==> config.mk <==
export PLATFORM = sky130hd
export DESIGN_NAME = axi4_lite_slave_read_arbiter
export DESIGN_NICKNAME = d
export VERILOG_FILES = /design/src/rtl/axi4_lite_slave_read_arbiter.sv
export SDC_FILE = /design/constraint.sdc
export NUM_CORES = 1
export LEC_CHECK = 0
export ABC_AREA = 1
export CORE_ASPECT_RATIO = 0.6
export CORE_MARGIN = 2
export CORE_UTILIZATION = 34
export CTS_BUF_LIST = sky130_fd_sc_hd__clkbuf_16
export DETAILED_ROUTE_END_ITERATION = 12
export GPL_ROUTABILITY_DRIVEN = 0
export PLACE_DENSITY_LB_ADDON = 0.05
export SLEW_MARGIN = 20
export SYNTH_ARGS = -nofsm -noshare
export SYNTH_HDL_FRONTEND = slang
export SYNTH_SLANG_ARGS = --single-unit
export TNS_END_PERCENT = 20
==> constraint.sdc <==
create_clock -name aclk -period 1.6 [get_ports aclk]
set_input_delay 0.32 -clock aclk [delete_from_list [all_inputs] [get_ports aclk]]
set_output_delay 0.32 -clock aclk [all_outputs]
set_load 0.1 [all_outputs]
==> src/rtl/axi4_lite_slave_read_arbiter.sv <==
// Round-robin arbiter sharing one AXI4-Lite slave read port (AR + R) among
// NUM_MASTERS requesters, with one transaction in flight at a time.
module axi4_lite_slave_read_arbiter #(
   parameter int NUM_MASTERS   = 2,
   parameter int ADDRESS_WIDTH = 32,
   parameter int DATA_WIDTH    = 32,
   localparam int GRANT_WIDTH  = $clog2(NUM_MASTERS)
) (
   input  logic                              aclk,
   input  logic                              areset,
   input  logic [NUM_MASTERS*ADDRESS_WIDTH-1:0] m_araddr,
   input  logic [NUM_MASTERS*3-1:0]          m_arprot,
   input  logic [NUM_MASTERS-1:0]            m_arvalid,
   output logic [NUM_MASTERS-1:0]            m_arready,
   output logic [NUM_MASTERS*DATA_WIDTH-1:0] m_rdata,
   output logic [NUM_MASTERS*2-1:0]          m_rresp,
   output logic [NUM_MASTERS-1:0]            m_rvalid,
   input  logic [NUM_MASTERS-1:0]            m_rready,
   output logic [ADDRESS_WIDTH-1:0]          s_araddr,
   output logic [2:0]                        s_arprot,
   output logic                              s_arvalid,
   input  logic                              s_arready,
   input  logic [DATA_WIDTH-1:0]             s_rdata,
   input  logic [1:0]                        s_rresp,
   input  logic                              s_rvalid,
   output logic                              s_rready,
   output logic [GRANT_WIDTH-1:0]            grant,
   output logic                              busy
);

   localparam int CW = GRANT_WIDTH + 1;

   typedef enum logic [1:0] {
      IDLE = 2'd0,
      ADDR = 2'd1,
      DATA = 2'd2
   } state_t;

   state_t                   state_reg, state_next;
   logic [GRANT_WIDTH-1:0]   grant_reg, grant_next;
   logic [GRANT_WIDTH-1:0]   last_grant_reg, last_grant_next;
   logic [ADDRESS_WIDTH-1:0] araddr_reg, araddr_next;
   logic [2:0]               arprot_reg, arprot_next;
   logic                     arvalid_reg, arvalid_next;

   logic [ADDRESS_WIDTH-1:0] addr_slice [NUM_MASTERS];
   logic [2:0]               prot_slice [NUM_MASTERS];

   logic                     win_found;
   logic [GRANT_WIDTH-1:0]   win_idx;
   logic [CW-1:0]            cand;
   logic                     ar_accept;
   logic                     in_data;

   genvar gi;
   generate
      for (gi = 0; gi < NUM_MASTERS; gi++) begin : g_slice
         assign addr_slice[gi] = m_araddr[gi*ADDRESS_WIDTH +: ADDRESS_WIDTH];
         assign prot_slice[gi] = m_arprot[gi*3 +: 3];
      end
   endgenerate

   // Search upward from last_grant+1, wrapping, so the previous owner goes last.
   always_comb begin
      win_found = 1'b0;
      win_idx   = '0;
      cand      = '0;
      for (int k = 1; k <= NUM_MASTERS; k++) begin
         cand = {1'b0, last_grant_reg} + CW'(k);
         if (cand >= CW'(NUM_MASTERS))
            cand = cand - CW'(NUM_MASTERS);
         if (!win_found && m_arvalid[cand[GRANT_WIDTH-1:0]]) begin
            win_found = 1'b1;
            win_idx   = cand[GRANT_WIDTH-1:0];
         end
      end
   end

   always_comb begin
      state_next      = state_reg;
      grant_next      = grant_reg;
      last_grant_next = last_grant_reg;
      araddr_next     = araddr_reg;
      arprot_next     = arprot_reg;
      arvalid_next    = arvalid_reg;
      ar_accept       = 1'b0;
      case (state_reg)
         IDLE: begin
            if (win_found) begin
               ar_accept    = 1'b1;
               araddr_next  = addr_slice[win_idx];
               arprot_next  = prot_slice[win_idx];
               arvalid_next = 1'b1;
               grant_next   = win_idx;
               state_next   = ADDR;
            end
         end
         ADDR: begin
            if (s_arready) begin
               arvalid_next = 1'b0;
               state_next   = DATA;
            end
         end
         DATA: begin
            if (s_rvalid && m_rready[grant_reg]) begin
               last_grant_next = grant_reg;
               state_next      = IDLE;
            end
         end
         default: state_next = IDLE;
      endcase
   end

   always_ff @(posedge aclk) begin
      if (areset) begin
         state_reg      <= IDLE;
         grant_reg      <= '0;
         last_grant_reg <= GRANT_WIDTH'(NUM_MASTERS - 1);
         araddr_reg     <= '0;
         arprot_reg     <= '0;
         arvalid_reg    <= 1'b0;
      end else begin
         state_reg      <= state_next;
         grant_reg      <= grant_next;
         last_grant_reg <= last_grant_next;
         araddr_reg     <= araddr_next;
         arprot_reg     <= arprot_next;
         arvalid_reg    <= arvalid_next;
      end
   end

   // Combinational outputs are forced low while reset is asserted.
   assign in_data   = (state_reg == DATA) && !areset;
   assign s_rready  = in_data && m_rready[grant_reg];
   assign busy      = (state_reg != IDLE) && !areset;
   assign s_araddr  = araddr_reg;
   assign s_arprot  = arprot_reg;
   assign s_arvalid = arvalid_reg;
   assign grant     = grant_reg;

   generate
      for (gi = 0; gi < NUM_MASTERS; gi++) begin : g_route
         logic owner;
         assign owner         = in_data && (grant_reg == GRANT_WIDTH'(gi));
         assign m_arready[gi] = ar_accept && !areset && (win_idx == GRANT_WIDTH'(gi));
         assign m_rvalid[gi]  = owner && s_rvalid;
         assign m_rdata[gi*DATA_WIDTH +: DATA_WIDTH] = owner ? s_rdata : '0;
         assign m_rresp[gi*2 +: 2] = owner ? s_rresp : 2'b00;
      end
   endgenerate

endmodule

## Word-level counts from Yosys, hierarchy flattened

Index checks and enable logic that the tools add are counted.

| storage, ports and cells | value |
|---|---|
| bits in registers | 40 |
| input port bits | 112 |
| output and inout bits | 111 |
| word-level logic and storage cells | 76 |

| operators by class | value |
|---|---|
| $add $sub $neg | 4 |
| $lt $le $gt $ge | 6 |
| equality and inequality tests | 5 |
| mux-type cells | 31 |
| bitwise gates (word level) | 3 |
| reductions and logical operators | 21 |

Operators by type and width:

| cell | number |
|---|---|
| 2-to-1 mux 32 bit | 5 |
| 2-to-1 mux 1 bit | 16 |
| logical AND 1 bit | 12 |
| 2-to-1 mux 2 bit | 5 |
| 2-to-1 mux 3 bit | 3 |
| greater-or-equal comparator 2 bit (second input constant) | 3 |
| less-than comparator 1 x 2 -> 1 bit (second input constant) | 3 |
| != test 2 bit (second input constant) | 3 |
| case mux 2 bit (3 select lines) | 1 |
| AND reduction 3 bit | 2 |
| AND reduction 2 bit | 2 |
| nonzero test 2 bit | 2 |
| adder 1 x 1 -> 2 bit (second input constant) | 1 |
| adder 1 x 2 -> 2 bit (second input constant) | 1 |
| equality test 2 x 1 -> 1 bit (second input constant) | 1 |
| equality test 2 bit (second input constant) | 1 |
| zero test 1 bit | 2 |
| zero test 2 bit | 1 |
| NOT 1 bit | 2 |
| NOT 1 -> 2 bit | 1 |
| case mux 1 bit (2 select lines) | 1 |
| subtractor 1 bit (second input constant) | 2 |

## Longest topological paths before layout

| depth | value |
|---|---|
| word-level depth | 13 |
| depth in mapped cells | 7 |
| mapped depth without buffers | 6 |

## Worst setup path after synthesis

Ideal clock, no wire load.

| timing | value |
|---|---|
| path kind | register -> output |
| start point | reg grant_reg (netlist: grant) |
| end point | out m_rdata[32] |
| data arrival time | 2.748 ns |
| required time | 1.280 ns |
| path slack | -1.468 ns |
| stages on the path, launching flop included | 4 |
| buffers on the path | 1 |
| cell sequence | dfxtp_1 nand2_2 buf_6 nor2_1 |

| on the way | value |
|---|---|
| word-level cells in the longest chain between the ends | 2 |

Ends and longest elaborated chain:

| element | line | RTL |
|---|---|---|
| from (decl) | 40 | `logic [GRANT_WIDTH-1:0] grant_reg, grant_next;` |
| from (signal assigned) | 124 | `grant_reg <= grant_next;` |
| logical AND 1 bit | 144 | `assign owner = in_data && (grant_reg == GRANT_WIDTH'(gi));` |
| 2-to-1 mux 32 bit | 147 | `assign m_rdata[gi*DATA_WIDTH +: DATA_WIDTH] = owner ? s_rdata : '0;` |
| to (decl) | 15 | `output logic [NUM_MASTERS*DATA_WIDTH-1:0] m_rdata,` |

No other way between the ends.

## Worst setup path after layout

| timing | value |
|---|---|
| start point | reg state_reg[1] |
| end point | out m_rdata[4] |

| on the way | value |
|---|---|
| word-level cells in the longest chain between the ends | 4 |

Ends and longest elaborated chain:

| element | line | RTL |
|---|---|---|
| from (decl) | 39 | `state_t state_reg, state_next;` |
| from (signal assigned) | 123 | `state_reg <= state_next;` |
| equality test 2 bit | 133 | `assign in_data = (state_reg == DATA) && !areset;` |
| logical AND 1 bit | 133 |  |
| logical AND 1 bit | 144 |  |
| 2-to-1 mux 32 bit | 147 |  |

No other way between the ends.

==> impl_metrics.env <==
export IMPL_grtUsageTotal_pct=26.13
export IMPL_antenna_found_initial=0
export IMPL_setup_viol=73
export IMPL_io_pins=223
export IMPL_powerDensity_nw_per_um2=719.1
export IMPL_syn_nets=604
export IMPL_drv_slew=0
export IMPL_grt_busiest_layer="met2"
export IMPL_critical_path_arrival_ps=1730
export IMPL_vias=3965
export IMPL_grt_pass1_wl_um=18600
export IMPL_stdcell_area_um2=7163
export IMPL_cts_num_sinks=40
export IMPL_core_rowCount=25
export IMPL_syn_inst=492
export IMPL_rsz0062_at_grt="yes"
export IMPL_synth_area_leaders="dfxtp_1 29%, nand2_1 20%, nor2_1 17%, inv_1 11%, nand3_1 7.5%"
export IMPL_cts_root_buf="clkbuf_16"
export IMPL_use_met3_pct=7.285
export IMPL_worst_setup_path_type="register to primary output"
export IMPL_synth_top_cell_by_area="dfxtp_1"
export IMPL_yosysTopAreaCellShare_pct=28.74
export IMPL_cts_htree_levels=2
export IMPL_stdcell_count=834
export IMPL_clk_path_buf_depth=2
export IMPL_fin_nets=836
export IMPL_grt_pass1_vias=3789
export IMPL_die_area_um2=8959
export IMPL_hold_viol_final=0
export IMPL_startpoint_type="register"
export IMPL_timing_fmax_ghz=0.4871
export IMPL_portBuffers=222
export IMPL_grt_max_degree=45
export IMPL_via_per_inst=4.754
export IMPL_ir_worst_vdd_mv=0.6526
export IMPL_synth_edf_count=0
export IMPL_drc=0
export IMPL_drt_initial_drc_count=197
export IMPL_critPathCaptureType="primary output"
export IMPL_clkSlewWorstSetupHoldPaths_ps=60
export IMPL_synth_warnings=0
export IMPL_status="finished, violations left"
export IMPL_leakage_nw=3.208
export IMPL_ant_nets=0
export IMPL_worstSkewPairLatency_ps=280
export IMPL_drive_gt1_share_pct=34.62
export IMPL_cp_max_fo=7
export IMPL_die_w_um=120.9
export IMPL_grt_use_met2_pct=51.25
export IMPL_coreArea_um2=7914
export IMPL_synth_area_um2=2786
export IMPL_wirelength_um=13820
export IMPL_maxCapViolations=0
export IMPL_synth_cell_types=19
export IMPL_die_h_um=74.13
export IMPL_final_cell_mix="151 x nand2_1, 117 x buf_12, 108 x clkdlybuf4s50_1"
export IMPL_ys_ff_latch=40
export IMPL_period_minus_slack_ps=2053
export IMPL_fin_skew_ps=2.026
export IMPL_cts_tree="done"
export IMPL_ys_seq_area_share_pct=28.74
export IMPL_syn_area_per_cell_um2=5.663
export IMPL_layout_commonest_cell="nand2_1"
export IMPL_post_drt_wl_per_cell_um=16.57
export IMPL_worstHoldPathType="register to register"
export IMPL_hpwl_um=9434
export IMPL_cts_buffers=5
export IMPL_violations="setup timing"
export IMPL_fin_ws_ps=-452.9
export IMPL_place_area_um2=6783
export IMPL_setup_tns_ps=-27470
export IMPL_synthToLayoutAreaGrowth_pct=157.1
export IMPL_start_util_pct=35.21
export IMPL_largest_reg_flops=32
export IMPL_timing_hold_ws_ps=505.6
export IMPL_yosys_most_used_dff="dfxtp_1"
export IMPL_async_flop_share_pct=0
export IMPL_dp_cells=815
export IMPL_relSlewSlack_pct=71.15
export IMPL_finalCoreUtilization_pct=90.51
export IMPL_grt_overflow=0
export IMPL_drt_pass1_iter_count=4
export IMPL_met1_usage_pct=28.49
export IMPL_cp_required_ps=1280
export IMPL_fin_crit_sh_pct=128.3
export IMPL_tightest_slew_ps=432.7
## path summary, 6_finish.rpt
path,start,end,slack [ps],cells past startpoint
min,last_grant_reg$_SDFFE_PP1P_,last_grant_reg$_SDFFE_PP1P_,510,2
max reg2reg,state_reg[0]$_SDFFE_PP0P_,s_araddr[29]$_SDFFE_PP0P_,180,7
min reg2reg,last_grant_reg$_SDFFE_PP1P_,last_grant_reg$_SDFFE_PP1P_,510,2
max,state_reg[1]$_SDFFE_PP0P_,m_rdata[4],-450,7
## cell type report
cell class	instances	area, um^2
fillers	313	750.7
well taps	108	135.1
multi-input cells	347	2024
clock buffers	5	125.1
repair buffers	252	3765
flip-flops and latches	40	807.0
diodes	1	2.502
inverters	78	292.8
clock inverters	3	11.26
## logic make-up (layout without fill, tap and decap cells)
| group | count (synthesis) | count (layout) | synth area share (%) |
|---|---|---|---|
| and+or+nand+nor | 344 | 344 | 51.23 |
| other | 0 | 1 | 0 |
| AOI/OAI and AO/OA | 3 | 3 | 1.033 |
| buffers and inverters | 105 | 338 | 18.99 |
| DFF | 40 | 40 | 28.74 |
## synth_stat cells (2+ instances only)
cell type  count
nand3_1       42
buf_6         17
buf_2          6
nor2_1       126
nor2_2        17
clkbuf_1       2
dfxtp_1       40
nand2_2        3
inv_1         78
nand2_1      151
buf_1          2
## stage by stage
step / total power, mW / setup WS (ps)
after detailed placement: 4.156 / -402.9
after floorplan: 3.046 / -259.8
after global placement: 4.091 / -357.5
after global routing: 5.346 / -462.3
after CTS: 5.107 / -312.2
final: 5.151 / -452.9
## critical path, cell delays in order, from the launching register on
cell and delay (ps):
dfxtp_2 340, inv_2 50, nor3_4 250, buf_6 150, nand2_8 110, clkbuf_16 200
nor2_4 140, buf_12 190
## metal layers
metal	vias to the layer above	share of wire (%)
li1	1899	-
met1	1855	35
met2	184	54
met3	27	8.2
met4	0	2.6
met5	-	0
## where the power goes
part / switching [mW] / internal, mW
clock: 0.378 / 0.561
sequential: 0.152 / 1.13
combinational: 1.83 / 1.09
total: 2.37 / 2.79
## repair_timing
item	in CTS	in global routing
pin swaps	5	5
hold buffers	0	0
endpoints found under the setup margin	74	73
buffers inserted	4	0
resized for setup	10	10
gates cloned	3	5
No activity file was read; power rests on OpenSTA's default activity.
